==> src/rtl/wb_port_arbiter_pkg.sv <==
// ============================================================================
// Module      : wb_port_arbiter_pkg
// Description : Shared widths and the buffered writeback entry type used by
//               the register-file write-port arbiter and its result FIFO.
// Contents    : REG_W, XLEN, wb_entry_t (rd + data, 37 bits packed),
//               rd_writes() helper (x0 writes are architectural no-ops).
// Revision    : 1.0  initial release
// ============================================================================
`default_nettype none

package wb_port_arbiter_pkg;

  localparam int REG_W = 5;
  localparam int XLEN  = 32;

  // One pending register-file write: destination in the upper bits, data below.
  typedef struct packed {
    logic [REG_W-1:0] rd;
    logic [XLEN-1:0]  data;
  } wb_entry_t;

  // x0 is hardwired to zero, so a write to it never needs the port.
  function automatic logic rd_writes(input logic [REG_W-1:0] rd);
    return (rd != '0);
  endfunction

endpackage

`default_nettype wire

==> src/rtl/wb_port_arbiter_fifo.sv <==
// ============================================================================
// Module      : wb_result_fifo
// Description : DEPTH-entry synchronous FIFO of pending writeback entries.
//               Push is ignored when full, pop is ignored when empty.
//               No fall-through: an entry pushed into an empty FIFO becomes
//               visible on head_o the following cycle.
// Ports       : clk_i, rst_i (async, active-low)
//               push_i, push_entry_i  - enqueue request and payload
//               pop_i                 - dequeue request
//               head_o                - oldest entry (valid when !empty_o)
//               count_o               - occupancy, 0..DEPTH
//               full_o, empty_o       - occupancy flags
// Revision    : 1.0  initial release
// ============================================================================
`default_nettype none

module wb_result_fifo
  import wb_port_arbiter_pkg::*;
#(
  parameter int DEPTH = 2
) (
  input  logic                   clk_i,
  input  logic                   rst_i,
  input  logic                   push_i,
  input  wb_entry_t              push_entry_i,
  input  logic                   pop_i,
  output wb_entry_t              head_o,
  output logic [$clog2(DEPTH):0] count_o,
  output logic                   full_o,
  output logic                   empty_o
);

  localparam int PTR_W = $clog2(DEPTH);
  localparam int CNT_W = PTR_W + 1;

  wb_entry_t        mem_q [DEPTH];
  logic [PTR_W-1:0] wr_ptr_q, wr_ptr_d;
  logic [PTR_W-1:0] rd_ptr_q, rd_ptr_d;
  logic [CNT_W-1:0] count_q, count_d;

  logic w_do_push;
  logic w_do_pop;

  assign full_o    = (count_q == CNT_W'(DEPTH));
  assign empty_o   = (count_q == '0);
  assign w_do_push = push_i & ~full_o;
  assign w_do_pop  = pop_i  & ~empty_o;
  assign head_o    = mem_q[rd_ptr_q];
  assign count_o   = count_q;

  // DEPTH is a power of two, so plain pointer increment wraps modulo DEPTH.
  always_comb begin
    wr_ptr_d = wr_ptr_q;
    rd_ptr_d = rd_ptr_q;
    count_d  = count_q;
    if (w_do_push) begin
      wr_ptr_d = wr_ptr_q + PTR_W'(1);
    end
    if (w_do_pop) begin
      rd_ptr_d = rd_ptr_q + PTR_W'(1);
    end
    unique case ({w_do_push, w_do_pop})
      2'b10:   count_d = count_q + CNT_W'(1);
      2'b01:   count_d = count_q - CNT_W'(1);
      default: count_d = count_q;
    endcase
  end

  always_ff @(posedge clk_i or negedge rst_i) begin
    if (!rst_i) begin
      wr_ptr_q <= '0;
      rd_ptr_q <= '0;
      count_q  <= '0;
    end else begin
      wr_ptr_q <= wr_ptr_d;
      rd_ptr_q <= rd_ptr_d;
      count_q  <= count_d;
    end
  end

  // Storage needs no reset: reads are gated by the occupancy count.
  always_ff @(posedge clk_i) begin
    if (w_do_push) begin
      mem_q[wr_ptr_q] <= push_entry_i;
    end
  end

endmodule

`default_nettype wire

==> src/rtl/wb_port_arbiter.sv <==
// ============================================================================
// Module      : wb_port_arbiter
// Description : Shares the single register-file write port between the
//               in-order MEM/WB writeback and a long-latency unit. The
//               pipeline always wins; long-latency results are queued and
//               drained into cycles where the pipeline leaves the port free.
//               A registered stall request forces bubbles when the queue has
//               been starved too long or is full.
// Ports       : clk_i, rst_i (async, active-low)
//               wb_valid_i, wb_rd_i, wb_data_i - pipeline writeback
//               mc_valid_i, mc_ready_o, mc_rd_i, mc_data_i - long-latency result
//               rf_we_o, rf_waddr_o, rf_wdata_o - register-file write port
//               stall_o    - drain request to the hazard unit (registered)
//               fifo_cnt_o - queued long-latency results
// Revision    : 1.0  initial release
// ============================================================================
`default_nettype none

module wb_port_arbiter
  import wb_port_arbiter_pkg::*;
#(
  parameter int DEPTH    = 2,
  parameter int MAX_WAIT = 4
) (
  input  logic                   clk_i,
  input  logic                   rst_i,
  input  logic                   wb_valid_i,
  input  logic [REG_W-1:0]       wb_rd_i,
  input  logic [XLEN-1:0]        wb_data_i,
  input  logic                   mc_valid_i,
  output logic                   mc_ready_o,
  input  logic [REG_W-1:0]       mc_rd_i,
  input  logic [XLEN-1:0]        mc_data_i,
  output logic                   rf_we_o,
  output logic [REG_W-1:0]       rf_waddr_o,
  output logic [XLEN-1:0]        rf_wdata_o,
  output logic                   stall_o,
  output logic [$clog2(DEPTH):0] fifo_cnt_o
);

  localparam int CNT_W  = $clog2(DEPTH) + 1;
  localparam int WAIT_W = 4;

  wb_entry_t        w_head;
  wb_entry_t        w_push_entry;
  logic             w_full;
  logic             w_empty;
  logic             w_pipe_we;
  logic             w_push;
  logic             w_pop;
  logic [CNT_W-1:0] w_cnt_nxt;

  logic [WAIT_W-1:0] wait_q, wait_d;
  logic              stall_q, stall_d;

  // ---------------------------------------------------------------------------
  // Enqueue side. Readiness comes from the registered count only, so a pop in
  // the same cycle never frees a slot for the incoming result.
  // ---------------------------------------------------------------------------
  assign mc_ready_o   = ~w_full;
  // A result destined for x0 completes the handshake but is dropped.
  assign w_push       = mc_valid_i & mc_ready_o & rd_writes(mc_rd_i);
  assign w_push_entry = '{rd: mc_rd_i, data: mc_data_i};

  wb_result_fifo #(
    .DEPTH (DEPTH)
  ) u_fifo (
    .clk_i        (clk_i),
    .rst_i        (rst_i),
    .push_i       (w_push),
    .push_entry_i (w_push_entry),
    .pop_i        (w_pop),
    .head_o       (w_head),
    .count_o      (fifo_cnt_o),
    .full_o       (w_full),
    .empty_o      (w_empty)
  );

  // ---------------------------------------------------------------------------
  // Write-port priority mux. A pipeline write to x0 is suppressed and leaves
  // the port free for the queue head.
  // ---------------------------------------------------------------------------
  assign w_pipe_we = wb_valid_i & rd_writes(wb_rd_i);

  always_comb begin
    rf_we_o    = 1'b0;
    rf_waddr_o = '0;
    rf_wdata_o = '0;
    w_pop      = 1'b0;
    if (w_pipe_we) begin
      rf_we_o    = 1'b1;
      rf_waddr_o = wb_rd_i;
      rf_wdata_o = wb_data_i;
    end else if (!w_empty) begin
      rf_we_o    = 1'b1;
      rf_waddr_o = w_head.rd;
      rf_wdata_o = w_head.data;
      w_pop      = 1'b1;
    end
  end

  // ---------------------------------------------------------------------------
  // Starvation tracking and stall request.
  // ---------------------------------------------------------------------------
  // Occupancy after this edge; push and pop are already qualified so this
  // never under- or overflows.
  assign w_cnt_nxt = fifo_cnt_o + CNT_W'(w_push) - CNT_W'(w_pop);

  always_comb begin
    wait_d = wait_q;
    if (w_pop || w_empty) begin
      wait_d = '0;
    end else if (wait_q < WAIT_W'(MAX_WAIT)) begin
      wait_d = wait_q + WAIT_W'(1);
    end

    // Held until a pop; re-asserted if the post-pop state still qualifies.
    stall_d = (wait_d == WAIT_W'(MAX_WAIT)) ||
              (w_cnt_nxt == CNT_W'(DEPTH)) ||
              (stall_q && !w_pop);
  end

  always_ff @(posedge clk_i or negedge rst_i) begin
    if (!rst_i) begin
      wait_q  <= '0;
      stall_q <= 1'b0;
    end else begin
      wait_q  <= wait_d;
      stall_q <= stall_d;
    end
  end

  assign stall_o = stall_q;

endmodule

`default_nettype wire

==> config.mk <==
export PLATFORM = sky130hd
export DESIGN_NAME = wb_port_arbiter
export DESIGN_NICKNAME = d
export VERILOG_FILES = /design/src/rtl/wb_port_arbiter_pkg.sv /design/src/rtl/wb_port_arbiter_fifo.sv /design/src/rtl/wb_port_arbiter.sv
export SDC_FILE = /design/constraint.sdc
export NUM_CORES = 1
export LEC_CHECK = 0
export CAP_MARGIN = 0
export CORE_MARGIN = 2
export CORE_UTILIZATION = 50
export CTS_BUF_LIST = sky130_fd_sc_hd__clkbuf_16
export DETAILED_ROUTE_END_ITERATION = 7
export GPL_ROUTABILITY_DRIVEN = 0
export PLACE_DENSITY = 0.83
export REMOVE_ABC_BUFFERS = 1
export SYNTH_ARGS = -nofsm -noshare
export SYNTH_HDL_FRONTEND = slang
export SYNTH_SLANG_ARGS = --single-unit
==> constraint.sdc <==
create_clock -name clk_i -period 6.72 [get_ports clk_i]
set_clock_uncertainty 0.05 [all_clocks]
set_input_delay 1.008 -clock clk_i [delete_from_list [all_inputs] [get_ports clk_i]]
set_output_delay 1.008 -clock clk_i [all_outputs]
set_load 0.01 [all_outputs]
==> flow_metrics.py, run 1 <==
metrics = {
    "outcome": {
        "status": "complete, no violations",
    },
    "clock_network": {
        "ctsHoldBuffers": 0,
        "insertion_delay_ns": 0.33,
        "cts_tree": "built",
        "post_cts_buffers": 0,
        "cts.clk_slew.worst_paths_ns": 0.06,
        "cts_buffers": 9,
        "numClockSinks": 83,
        "cts_resized": 0,
        "cts-root-buf": "clkbuf_16",
        "clock_path_buffers": 2,
        "htreeDepth": 3,
    },
    "timing": {
        "setup_ws_ns": 2.15,
        "clock.fmax_mhz": 219,
        "relSlewSlack": 0.221,
        "report.final.slew_viol_count": 0,
        "finalCritPeriodShare": 0.680,
        "tns_ns": 0,
        "tightest_slew_ns": 1.17,
        "hold-worst-slack_ns": 0.504,
        "setup_violations": 0,
        "grt_setup_unrepaired": "false",
        "finalHoldViolCount": 0,
        "final.min_clock_period_ns": 4.57,
    },
    "detailed_routing": {
        "num_vias": 2430,
        "dr.pass1.iters": 4,
        "routed_wl_mm": 7.43,
        "antenna_left": 0,
        "route.detailed.drc": 0,
        "drtIter0Drc": 141,
        "post_drt_wl_per_cell_um": 15.9,
        "viasPerCell": 5.19,
    },
    "floorplanning": {
        "placementRows": 31,
        "core_region_area_um2": 7180,
        "start_util": 0.512,
        "die_area_um2": 8050,
        "die_x_um": 89.7,
        "die_h_um": 89.7,
        "io_pins": 120,
    },
    "synth": {
        "synth_flop_cell": "edfxtp_1",
        "syn_avg_cell_area_um2": 14.7,
        "synth-edff-count": 74,
        "synthTopCellsByArea": "edfxtp_1 60%, mux2i_1 9.8%, dfrtp_1 6.1%",
        "synth_top_area_frac": 0.604,
        "synth_top_cell_by_area": "edfxtp_1",
        "ys_ff_latch": 83,
        "synthArstFlopShare": 0.108,
        "synth_cell_types": 26,
        "yosysWarnings": 0,
        "netlist_instances": 250,
        "yosysSeqAreaShare": 0.666,
        "synth_area_um2": 3680,
    },
    "setup_path": {
        "cp-end-kind": "output pin",
        "start_kind": "primary input",
        "crit_required_ns": 5.66,
        "rrSetupSlack_ns": 4.10,
        "path_max_fanout": 69,
        "crit_type": "in2out",
        "arrival_ns": 3.51,
    },
    "place": {
        "dp.cells": 453,
        "hpwlAfterDp_mm": 4.90,
        "port_buffers": 119,
        "dp_slack_ns": 2.14,
    },
    "finish": {
        "nets": 447,
        "regArea_um2": 2450,
        "final_common_cell": "clkdlybuf4s50_1",
        "layout-drive-gt1-share": 0.0813,
        "stdcell_count": 468,
        "multiInputGateArea_um2": 1120,
        "utilization": 0.724,
        "n_antenna_cell": 0,
        "syn2layout_area_growth_pct": 41.3,
        "layout_common_cells": "119 x clkdlybuf4s50_1, 74 x edfxtp_1, 36 x mux2i_1, 36 x nand2_1, 27 x o31ai_1",
        "nFillCells": 488,
    },
    "flow_run": {
        "maxCapViolCount": 0,
    },
    "global_routing": {
        "grt_pass1_wl_mm": 12.1,
        "busiest_layer": "met2",
        "grt_max_degree": 70,
        "antenna_found_initial": 0,
        "track_usage": 0.191,
        "met2_usage": 0.330,
        "grt_use_met1": 0.233,
        "overflow": 0,
        "grt_pass1_vias": 2452,
        "use_met3": 0.0528,
    },
    "worst_hold_path": {
        "hold_class": "reg2reg",
    },
    "pwr": {
        "ir_drop_uv": 198,
        "p_leak_nw": 1.90,
        "p_per_area_nw_per_um2": 368,
    },
}
## worst paths after layout
check	start	endpoint	depth (start not counted)
max in group asynchronous	rst_i	u_fifo.rd_ptr_q	1
hold reg to reg	wait_q[3]	wait_q[3]	2
setup reg to reg	u_fifo.count_o[1]	stall_o	8
min in group asynchronous	rst_i	u_fifo.count_o[0]	1
setup / recovery	wb_rd_i[1]	rf_wdata_o[22]	6
hold / removal	wait_q[3]	wait_q[3]	2
## per-layer routing
layer | vias to the layer above | wire [µm] | part of all wire
met5 | - | 0 | 0
met3 | 5 | 361 | 0.049
met4 | 0 | 70 | 0.0094
met2 | 79 | 3890 | 0.52
li1 | 1186 | - | -
met1 | 1160 | 3100 | 0.42
## power by group
part | switching [mW] | total (mW) | internal (mW)
Combinational | 0.300 | 0.635 | 0.335
Sequential | 0.104 | 0.809 | 0.705
Clock | 0.183 | 0.466 | 0.283
## critical path, cell delays in order
cell	delay [ns]
clkdlybuf4s50_1	0.44
or4_1	0.55
o21a_2	0.21
buf_4	0.33
o31ai_1	0.35
clkdlybuf4s50_1	0.60
## cell usage after synthesis (3+ instances only)
cell type	count
edfxtp_1	74
ha_1	4
buf_6	7
nor3_1	4
clkbuf_1	8
mux2i_1	36
o31ai_1	27
nor2_1	7
xnor2_1	5
inv_1	3
o31ai_2	8
xor2_1	3
dfrtp_1	9
nand2_1	36
## stage by stage
step	cell area, µm²	power, mW
after floorplan	3560	1.16
after global placement	4910	1.44
after detailed placement	4910	1.46
after CTS	5190	1.93
after global routing	5190	2.01
final	5190	1.91
## registers in the layout, summed over array words and instances, names as in the netlist
name,flops
wait_q,4
stall_o,1
u_fifo.rd_ptr_q,1
u_fifo.count_o,2
u_fifo.wr_ptr_q,1
u_fifo.mem_q,74
## kinds of logic (layout without fill, tap and decap cells)
family / after synthesis / in the layout / synth area share
flops: 83 / 83 / 0.666
compound gates: 45 / 45 / 0.101
fa+ha+maj: 4 / 4 / 0.0136
simple gates: 53 / 53 / 0.0619
xor+xnor: 8 / 8 / 0.0191
mux: 38 / 38 / 0.104
buf+inv: 19 / 138 / 0.0347
## cell type report
class                      instances  share of cell area
timing repair buffer             120               0.231
multi-input combinational        148               0.217
inverter                           3             0.00217
clock buffer                       9              0.0434
sequential                        83               0.472
tap                               99              0.0239
clock inverter                     6              0.0116
Note: power is estimated with default switching activity, not from simulation.
==> run 2, diff against run 1 <==
Settings changed: CORE_UTILIZATION 50 to 42, PLACE_DENSITY 0.83 to 0.74.
Clock period 6.72 ns to 4.1 ns, I/O delays scaled along.
==> flow_metrics.py, run 2 (synthesis gave the netlist of run 1 again) <==
metrics = {
    "floorplanning": {
        "placementRows": 34,
        "die_h_um": 97.6,
        "io_pins": 120,
        "die_x_um": 97.6,
        "die_area_um2": 9520,
        "start_util": 0.428,
        "core_region_area_um2": 8590,
    },
    "detailed_routing": {
        "route.detailed.drc": 0,
        "num_vias": 2464,
        "wl_met2_mm": 3.76,
        "highest_layer": "met4",
        "routed_wl_mm": 7.34,
        "dr.pass1.iters": 4,
        "antenna_left": 0,
        "dr_wl_met3_um": 392,
        "drtIter0Drc": 65,
        "wl_met1_mm": 3.06,
        "viasPerCell": 5.11,
        "post_drt_wl_per_cell_um": 15.2,
    },
    "finish": {
        "layout_common_cells": "119 x clkdlybuf4s50_1, 74 x edfxtp_1, 36 x mux2i_1, 36 x nand2_1, 27 x o31ai_1",
        "syn2layout_area_growth_pct": 44.2,
        "n_antenna_cell": 0,
        "largest-register": "u_fifo.mem_q",
        "regArea_um2": 2450,
        "largest_register_ffs": 74,
        "multiInputGateArea_um2": 1120,
        "nFillCells": 673,
        "layout-drive-gt1-share": 0.0963,
        "nets": 451,
        "final_common_cell": "clkdlybuf4s50_1",
    },
    "clock_network": {
        "cts_tree": "built",
        "cts.clk_slew.worst_paths_ns": 0.06,
        "ctsHoldBuffers": 0,
        "clock_path_buffers": 2,
        "numClockSinks": 83,
        "cts_buffers": 9,
        "htreeDepth": 3,
        "cts_resized": 0,
        "post_cts_buffers": 0,
        "cts-root-buf": "clkbuf_16",
        "insertion_delay_ns": 0.33,
    },
    "outcome": {
        "status": "complete, no violations",
    },
    "flow_run": {
        "maxCapViolCount": 0,
    },
    "global_routing": {
        "grt_pass1_wl_mm": 11.9,
        "track_usage": 0.160,
        "antenna_found_initial": 0,
        "overflow": 0,
        "grt_max_degree": 70,
        "grt_pass1_vias": 2535,
    },
    "setup_path": {
        "crit_required_ns": 3.43,
        "cp-end-kind": "output pin",
        "start_kind": "primary input",
        "rrSetupSlack_ns": 1.88,
        "arrival_ns": 2.93,
        "path_max_fanout": 69,
        "reg2reg_depth": 8,
        "crit_type": "in2out",
    },
    "pwr": {
        "p_leak_nw": 1.96,
        "ir_drop_uv": 322,
        "p_per_area_nw_per_um2": 618,
        "total_power_mw": 3.28,
    },
    "timing": {
        "clock.fmax_mhz": 278,
        "finalHoldViolCount": 0,
        "setup_violations": 0,
        "grt_setup_unrepaired": "false",
        "relSlewSlack": 0.489,
        "finalCritPeriodShare": 0.877,
        "tns_ns": 0,
        "report.final.slew_viol_count": 0,
        "tightest_slew_ns": 0.766,
        "final.min_clock_period_ns": 3.59,
    },
    "place": {
        "port_buffers": 119,
        "hpwlAfterDp_mm": 4.90,
    },
    "worst_hold_path": {
        "min_delay_path_depth": 1,
        "hold_class": "reg2reg",
    },
}
==> run 2: where the power goes <==
part,switching [mW],internal (mW)
registers,0.140,1.15
clock network,0.303,0.594
logic,0.522,0.563
total,0.966,2.31
==> run 2: through the flow <==
stage	instance area (µm²)	hold slack, ns	cells	utilization	setup slack [ns]
2_1_floorplan	3560	0.269	234	-	0.743
3_3_place_gp	4960	0.485	466	0.577	0.557
3_5_place_dp	4960	0.501	466	0.577	0.503
4_1_cts	5300	0.511	482	0.617	0.497
5_1_grt	5300	0.532	482	0.617	0.370
6_report	5300	0.505	482	0.617	0.506
==> run 2: layer usage <==
layer	up-vias	global-route usage
met4	0	0.0598
li1	1196	-
met2	73	0.282
met1	1182	0.182
met3	13	0.0482
met5	-	0
==> run 2: final cells by class <==
cell class,count,share of cell area
clock buffers,9,0.0425
clock inverters,7,0.0219
inverters,3,0.00212
multi-input cells,148,0.212
flip-flops and latches,83,0.462
well taps,108,0.0255
repair buffers,124,0.234
==> run 2: path summary, 6_finish.rpt <==
check	from	end
max reg2reg	u_fifo.count_o[1]	stall_o
min reg2reg	u_fifo.wr_ptr_q	u_fifo.wr_ptr_q
max	wb_rd_i[1]	rf_wdata_o[21]
max in group asynchronous	rst_i	u_fifo.rd_ptr_q
min	u_fifo.wr_ptr_q	u_fifo.wr_ptr_q
min in group asynchronous	rst_i	u_fifo.wr_ptr_q
==> run 2: critical path: stages <==
cell and delay (ns):
clkdlybuf4s50_1 0.43, or4_1 0.54, o21a_2 0.23, buf_12 0.21
o31ai_1 0.29, clkdlybuf4s50_1 0.59
